### config.mk
export PLATFORM = sky130hd
export DESIGN_NAME = spi_cmd_arbiter
export DESIGN_NICKNAME = d
export VERILOG_FILES = /design/src/rtl/spi_cmd_arbiter.sv
export SDC_FILE = /design/constraint.sdc
export NUM_CORES = 1
export LEC_CHECK = 0
export CORE_ASPECT_RATIO = 0.6
export CORE_MARGIN = 3
export CORE_UTILIZATION = 35
export CTS_CLUSTER_SIZE = 16
export DETAILED_ROUTE_END_ITERATION = 16
export PLACE_DENSITY_LB_ADDON = 0.25
export SLEW_MARGIN = 10
export SYNTH_ARGS = -nofsm -noshare
export SYNTH_HDL_FRONTEND = slang
export SYNTH_SLANG_ARGS = --single-unit
### constraint.sdc
create_clock -name sys_clk -period 3.2 [get_ports sys_clk]
set_clock_uncertainty 0.2 [all_clocks]
set_input_delay 0.64 -clock sys_clk [delete_from_list [all_inputs] [get_ports sys_clk]]
set_output_delay 0.64 -clock sys_clk [all_outputs]
set_load 0.1 [all_outputs]
### src/rtl/spi_cmd_arbiter.sv
// -----------------------------------------------------------------------------
// spi_cmd_arbiter
//
// Shares a single SPI master (spi_master_reg) among NUM_REQ command sources.
// Requesters are served round-robin, one SPI frame per grant. The MISO word
// captured during the frame is returned to the requester that issued it.
//
// Optional feature macro: SPI_ARB_TIMEOUT_EN
//   defined   -> watchdog aborts a frame after TIMEOUT_CYC cycles in the
//                WAIT_BUSY/WAIT_DONE states (err pulse, rsp_data = 0)
//   undefined -> no watchdog, err tied to 0, the FSM waits indefinitely
//
// Parameters
//   NUM_REQ      number of requesters (2..8)
//   WIDTH        SPI frame width, equal to the master's WIDTH
//   TIMEOUT_CYC  watchdog limit in sys_clk cycles (macro builds only)
//
// Ports
//   sys_clk       system clock, rising edge
//   n_rst         asynchronous active-low reset
//   req_valid     per-requester command pending (held until req_ack)
//   req_data      packed commands, requester i at [i*WIDTH +: WIDTH]
//   req_ack       one-hot pulse: command handed to the SPI master
//   rsp_valid     one-hot pulse: frame finished, rsp_data valid
//   rsp_data      MISO word of the last finished frame
//   err           watchdog abort pulse
//   spi_data      to master in_data
//   spi_ena       to master in_ena
//   spi_busy      from master busy
//   spi_miso      from master miso_reg
//   spi_miso_ena  from master miso_reg_ena
// -----------------------------------------------------------------------------
module spi_cmd_arbiter #(
   parameter int unsigned NUM_REQ     = 4,
   parameter int unsigned WIDTH       = 24,
   parameter int unsigned TIMEOUT_CYC = 1023
) (
   input  logic                     sys_clk,
   input  logic                     n_rst,
   input  logic [NUM_REQ-1:0]       req_valid,
   input  logic [NUM_REQ*WIDTH-1:0] req_data,
   output logic [NUM_REQ-1:0]       req_ack,
   output logic [NUM_REQ-1:0]       rsp_valid,
   output logic [WIDTH-1:0]         rsp_data,
   output logic                     err,
   output logic [WIDTH-1:0]         spi_data,
   output logic                     spi_ena,
   input  logic                     spi_busy,
   input  logic [WIDTH-1:0]         spi_miso,
   input  logic                     spi_miso_ena
);

   localparam int unsigned IW = (NUM_REQ > 1) ? $clog2(NUM_REQ) : 1;

   typedef enum logic [1:0] {
      IDLE,
      ISSUE,
      WAIT_BUSY,
      WAIT_DONE
   } state_t;

   state_t             state_q, state_d;
   logic [IW-1:0]      ptr_q, ptr_d;
   logic [IW-1:0]      gnt_q, gnt_d;
   logic [WIDTH-1:0]   spi_data_q, spi_data_d;
   logic [WIDTH-1:0]   miso_q, miso_d;
   logic [WIDTH-1:0]   rsp_data_q, rsp_data_d;
   logic [NUM_REQ-1:0] rsp_valid_q, rsp_valid_d;

   logic               arb_found;
   logic [IW-1:0]      arb_idx;
   logic [IW:0]        arb_sum;
   logic [IW-1:0]      arb_cand;
   logic [WIDTH-1:0]   arb_data;
   logic [NUM_REQ-1:0] gnt_onehot;

`ifdef SPI_ARB_TIMEOUT_EN
   localparam int unsigned CW = $clog2(TIMEOUT_CYC + 1);
   logic [CW-1:0]      cnt_q, cnt_d;
   logic               err_q, err_d;
`endif

   // Round-robin search: first pending requester at or after ptr_q, wrapping.
   always_comb begin
      arb_found = 1'b0;
      arb_idx   = '0;
      arb_sum   = '0;
      arb_cand  = '0;
      for (int unsigned k = 0; k < NUM_REQ; k++) begin
         arb_sum = {1'b0, ptr_q} + (IW+1)'(k);
         if (arb_sum >= (IW+1)'(NUM_REQ)) begin
            arb_sum = arb_sum - (IW+1)'(NUM_REQ);
         end
         arb_cand = arb_sum[IW-1:0];
         if (!arb_found && req_valid[arb_cand]) begin
            arb_found = 1'b1;
            arb_idx   = arb_cand;
         end
      end
   end

   always_comb begin
      arb_data = '0;
      for (int unsigned k = 0; k < NUM_REQ; k++) begin
         if (arb_idx == IW'(k)) begin
            arb_data = req_data[k*WIDTH +: WIDTH];
         end
      end
   end

   always_comb begin
      gnt_onehot        = '0;
      gnt_onehot[gnt_q] = 1'b1;
   end

   // Next-state logic
   always_comb begin
      state_d     = state_q;
      ptr_d       = ptr_q;
      gnt_d       = gnt_q;
      spi_data_d  = spi_data_q;
      miso_d      = miso_q;
      rsp_data_d  = rsp_data_q;
      rsp_valid_d = '0;
`ifdef SPI_ARB_TIMEOUT_EN
      cnt_d       = cnt_q;
      err_d       = 1'b0;
`endif
      case (state_q)
         IDLE: begin
            if (arb_found && !spi_busy) begin
               gnt_d      = arb_idx;
               spi_data_d = arb_data;
               miso_d     = '0;
               ptr_d      = (arb_idx == IW'(NUM_REQ - 1)) ? '0 : arb_idx + IW'(1);
               state_d    = ISSUE;
            end
         end
         ISSUE: begin
            state_d = WAIT_BUSY;
`ifdef SPI_ARB_TIMEOUT_EN
            cnt_d   = '0;
`endif
         end
         WAIT_BUSY: begin
            if (spi_miso_ena) begin
               miso_d = spi_miso;
            end
            if (spi_busy) begin
               state_d = WAIT_DONE;
            end
         end
         WAIT_DONE: begin
            if (spi_miso_ena) begin
               miso_d = spi_miso;
            end
            if (!spi_busy) begin
               // A MISO strobe coinciding with the busy fall is taken directly
               // so rsp_data carries it on the same edge as rsp_valid.
               rsp_valid_d = gnt_onehot;
               rsp_data_d  = spi_miso_ena ? spi_miso : miso_q;
               state_d     = IDLE;
            end
         end
         default: begin
            state_d = IDLE;
         end
      endcase
`ifdef SPI_ARB_TIMEOUT_EN
      // Watchdog overrides a normal completion landing on the same cycle.
      if (state_q == WAIT_BUSY || state_q == WAIT_DONE) begin
         cnt_d = cnt_q + CW'(1);
         if (cnt_q == CW'(TIMEOUT_CYC - 1)) begin
            err_d       = 1'b1;
            rsp_valid_d = gnt_onehot;
            rsp_data_d  = '0;
            state_d     = IDLE;
         end
      end
`endif
   end

   always_ff @(posedge sys_clk or negedge n_rst) begin
      if (!n_rst) begin
         state_q     <= IDLE;
         ptr_q       <= '0;
         gnt_q       <= '0;
         spi_data_q  <= '0;
         miso_q      <= '0;
         rsp_data_q  <= '0;
         rsp_valid_q <= '0;
`ifdef SPI_ARB_TIMEOUT_EN
         cnt_q       <= '0;
         err_q       <= 1'b0;
`endif
      end else begin
         state_q     <= state_d;
         ptr_q       <= ptr_d;
         gnt_q       <= gnt_d;
         spi_data_q  <= spi_data_d;
         miso_q      <= miso_d;
         rsp_data_q  <= rsp_data_d;
         rsp_valid_q <= rsp_valid_d;
`ifdef SPI_ARB_TIMEOUT_EN
         cnt_q       <= cnt_d;
         err_q       <= err_d;
`endif
      end
   end

   assign spi_ena   = (state_q == ISSUE);
   assign req_ack   = spi_ena ? gnt_onehot : '0;
   assign spi_data  = spi_data_q;
   assign rsp_valid = rsp_valid_q;
   assign rsp_data  = rsp_data_q;
`ifdef SPI_ARB_TIMEOUT_EN
   assign err       = err_q;
`else
   assign err       = 1'b0;
`endif

endmodule

==> summary.txt <==
Status
  – Status: completed

Cells and area
  – Diodes inserted: 0
  – Finished Core Util: 52.4%
  – Fin nets: 842
  – Area grow syn2layout: 44.4%
  – Filler cells: 1268
  – Layout cell share with drive strength beyond 1: 18.5%

Yosys
  – Post-synth EDFFs: 0
  – Primary FF master, synth: dfrtp_1
  – Largest cells by area after synthesis: dfrtp_1 41%, a221o_1 9.5%, a21oi_1 7.6%
  – Cell accounting for the most synthesized area: dfrtp_1
  – Async SR Flop Fraction: 100%
  – Gate count of the mapped netlist: 548
  – Seq cells post-synth: 82
  – Synth Cell Area: 5030 um2
  – Synth top area share: 40.8%
  – Most numerous cell in the Yosys netlist: dfrtp_1
  – Unique masters post-synth: 42
  – Most frequent cells after synthesis: 82 x dfrtp_1, 76 x a21oi_1, 53 x nand2_1, 48 x a221o_1, 45 x clkbuf_1
  – Sequential-to-total area share from yosys stat: 40.8%
  – Synthesized Nets: 685
  – Syn Area/Cell: 9.19 um2
  – Yosys warns: 0

Timing
  – Hold slack: 0.279 ns
  – Final Hold Viols: 0
  – Final Critical Period: 3.04 ns
  – Unrepaired setup endpoints after global routing: no
  – Relative slew margins: 55.5%
  – Max frequency: 329 MHz
  – Max Slew Vio Count: 0
  – Final period util: 95.1%
  – Endpoints failing setup: 0
  – Tightest Pin Transition: 0.667 ns

Critical path
  – CP Class: in -> reg
  – Critical path startpoint category: input port
  – Crit-path max FO: 48
  – Crit path max-delay cell type: clkdlybuf4s50_1
  – WP data required: 3.25 ns
  – Critical Path End Type: flip-flop
  – Reg2reg path depth: 8
  – Max stage delay on crit path: 0.59 ns
  – Worst R2R Setup Slack: 0.62 ns
  – R2R Path End: spi_data[9]$_DFFE_PN0P_
  – CP Cell Sequence: clkdlybuf4s50_1 -> nand2b_1 -> a21boi_0 -> or3_1 -> ha_1 -> buf_12 -> nand3b_1 -> a221o_1 -> a31oi_1
  – Crit path DAT: 3.09 ns
  – Reg2reg start: ptr_q[1]$_DFFE_PN0P_

Clock network
  – TritonCTS buffer count: 9
  – CTS clk-pin slew, worst paths: 0.06 ns
  – Clk root buf: clkbuf_16
  – CTS tree: yes
  – Clk sinks: 82
  – H-tree levels: 3
  – Worst skew pair latency: 0.33 ns
  – CTS Buffer Depth: 2

Pwr
  – Power Density: 1160 nW/um2
  – Leakage power: 3.05 nW
  – Peak supply drop: 518 uV

Floorplanning
  – Core box area: 13900 um2
  – Core Rows: 33
  – Die Area: 15900 um2
  – I/O pin count: 186
  – Die height: 98.9 um
  – Die width: 161 um
  – Starting Density: 36.3%

Worst hold path
  – Min-delay worst type: reg -> reg
  – HP Start: rsp_data[11]$_DFFE_PN0P_
  – WHS Path Cells: 2
  – WHS Endpoint: rsp_data[11]$_DFFE_PN0P_

Placement
  – Port-buffer cells: 184
  – Detailed Place HPWL: 10.9 mm
  – Final Wtd Congestion: 0.823

Global routing
  – Largest net degree at the start of global routing: 80
  – Vias in the first global route: 5047
  – Initial antenna violation count: 0
  – First-pass GRT wire length: 25.4 mm
  – Overflow after GRT: 0
  – GR Util All Layers: 19.4%

Routing
  – Vias per inst: 5.51
  – Post-DRT Antenna Nets: 0
  – DRT Pass-1 Iters: 4
  – Routed length per instance: 17.5 um
  – # DRC: 0
  – Total routed wirelength: 15.8 mm
  – Initial DRC Count: 258
  – Via count: 4972

Run
  – Max-cap violations: 0
worst max-delay path, delay by kind of cell:
family / cells / cell delay [ns]
AO/OA/AOI/OAI: 3 / 0.63
buffers and inverters: 2 / 0.77
adder cells (fa/ha/maj): 1 / 0.23
AND/OR/NAND/NOR: 3 / 0.80
layout make-up:
cell class	count	area (um2)	share of cell area (%)
Sequential cell	82	2050	28.2
Inverter	29	109	1.50
Tap cell	192	240	3.30
Clock buffer	10	239	3.29
Timing Repair Buffer	203	1910	26.3
Clock inverter	6	48.8	0.671
Multi-Input combinational cell	380	2670	36.7
state kept, by name, summed over array words and instances (netlist names):
register	count
ptr_q	2
gnt_q	2
spi_data	24
miso_q	24
rsp_data	24
state_q	2
rsp_valid	4
layout by cell type (no fill, tap or decap), drive strengths merged, types with 5 or more instances in the layout:
master	instances
buf	77
inv	32
or3b	25
clkdlybuf4s50	125
o211ai	24
nand2	53
o21ai	28
nand2b	5
nor2	7
ha	9
a31oi	24
clkbuf	10
a21oi	76
a221o	48
nand3b	24
mux2i	24
dfrtp	82
power by group:
part           total (W)  switching, W  internal [W]
combinational    0.00556       0.00386       0.00170
sequential       0.00185      0.000332       0.00152
clock            0.00101      0.000453      0.000556
how the worst max path moves through the flow:
stage / startpoint / endpoint / slack (ns)
2_1_floorplan: state_q[1]$_DFFE_PN0P_ / req_ack[0] / 0.05
3_3_place_gp: req_valid[3] / spi_data[21]$_DFFE_PN0P_ / -0.09
3_5_place_dp: req_valid[3] / spi_data[9]$_DFFE_PN0P_ / -0.20
4_1_cts: req_valid[3] / spi_data[9]$_DFFE_PN0P_ / 0.15
5_1_grt: req_valid[3] / spi_data[9]$_DFFE_PN0P_ / 0.02
6_report: req_valid[3] / spi_data[9]$_DFFE_PN0P_ / 0.16
kinds of logic (layout without fill, tap and decap cells):
family,count (synthesis),after routing,synth area share (%)
AO/OA/AOI/OAI,214,214,29.1
adder cells (fa/ha/maj),9,9,2.24
buffers and inverters,86,248,7.01
flip-flops,82,82,40.8
multiplexers,25,25,5.00
other,1,1,0.0745
AND/OR/NAND/NOR,131,131,15.8
through the flow:
step | setup TNS, ns | total power [W] | instance area (um2) | cells | setup WS (ns)
after detailed placement | -3.56 | 0.00742 | 6960 | 885 | -0.204
final | 0 | 0.00843 | 7270 | 902 | 0.157
after CTS | 0 | 0.00846 | 7260 | 902 | 0.150
after floorplan | 0 | 0.00606 | 5040 | 548 | 0.0525
after global routing | 0 | 0.00891 | 7270 | 902 | 0.0227
after global placement | -1.49 | 0.00727 | 6960 | 885 | -0.0925
repair_timing:
item	in CTS	in global routing
hold buffers	1	0
gates resized for setup	0	2
setup endpoints to repair	0	5
endpoints found under the hold margin	3	0
setup buffers	0	0
per-layer routing:
metal | routed length (um) | global-route usage (%)
met1 | 7230 | 26.4
met2 | 7470 | 31.2
met3 | 885 | 4.91
met4 | 196 | 4.49
met5 | 0 | 0
(Power assumes the default switching activity.)
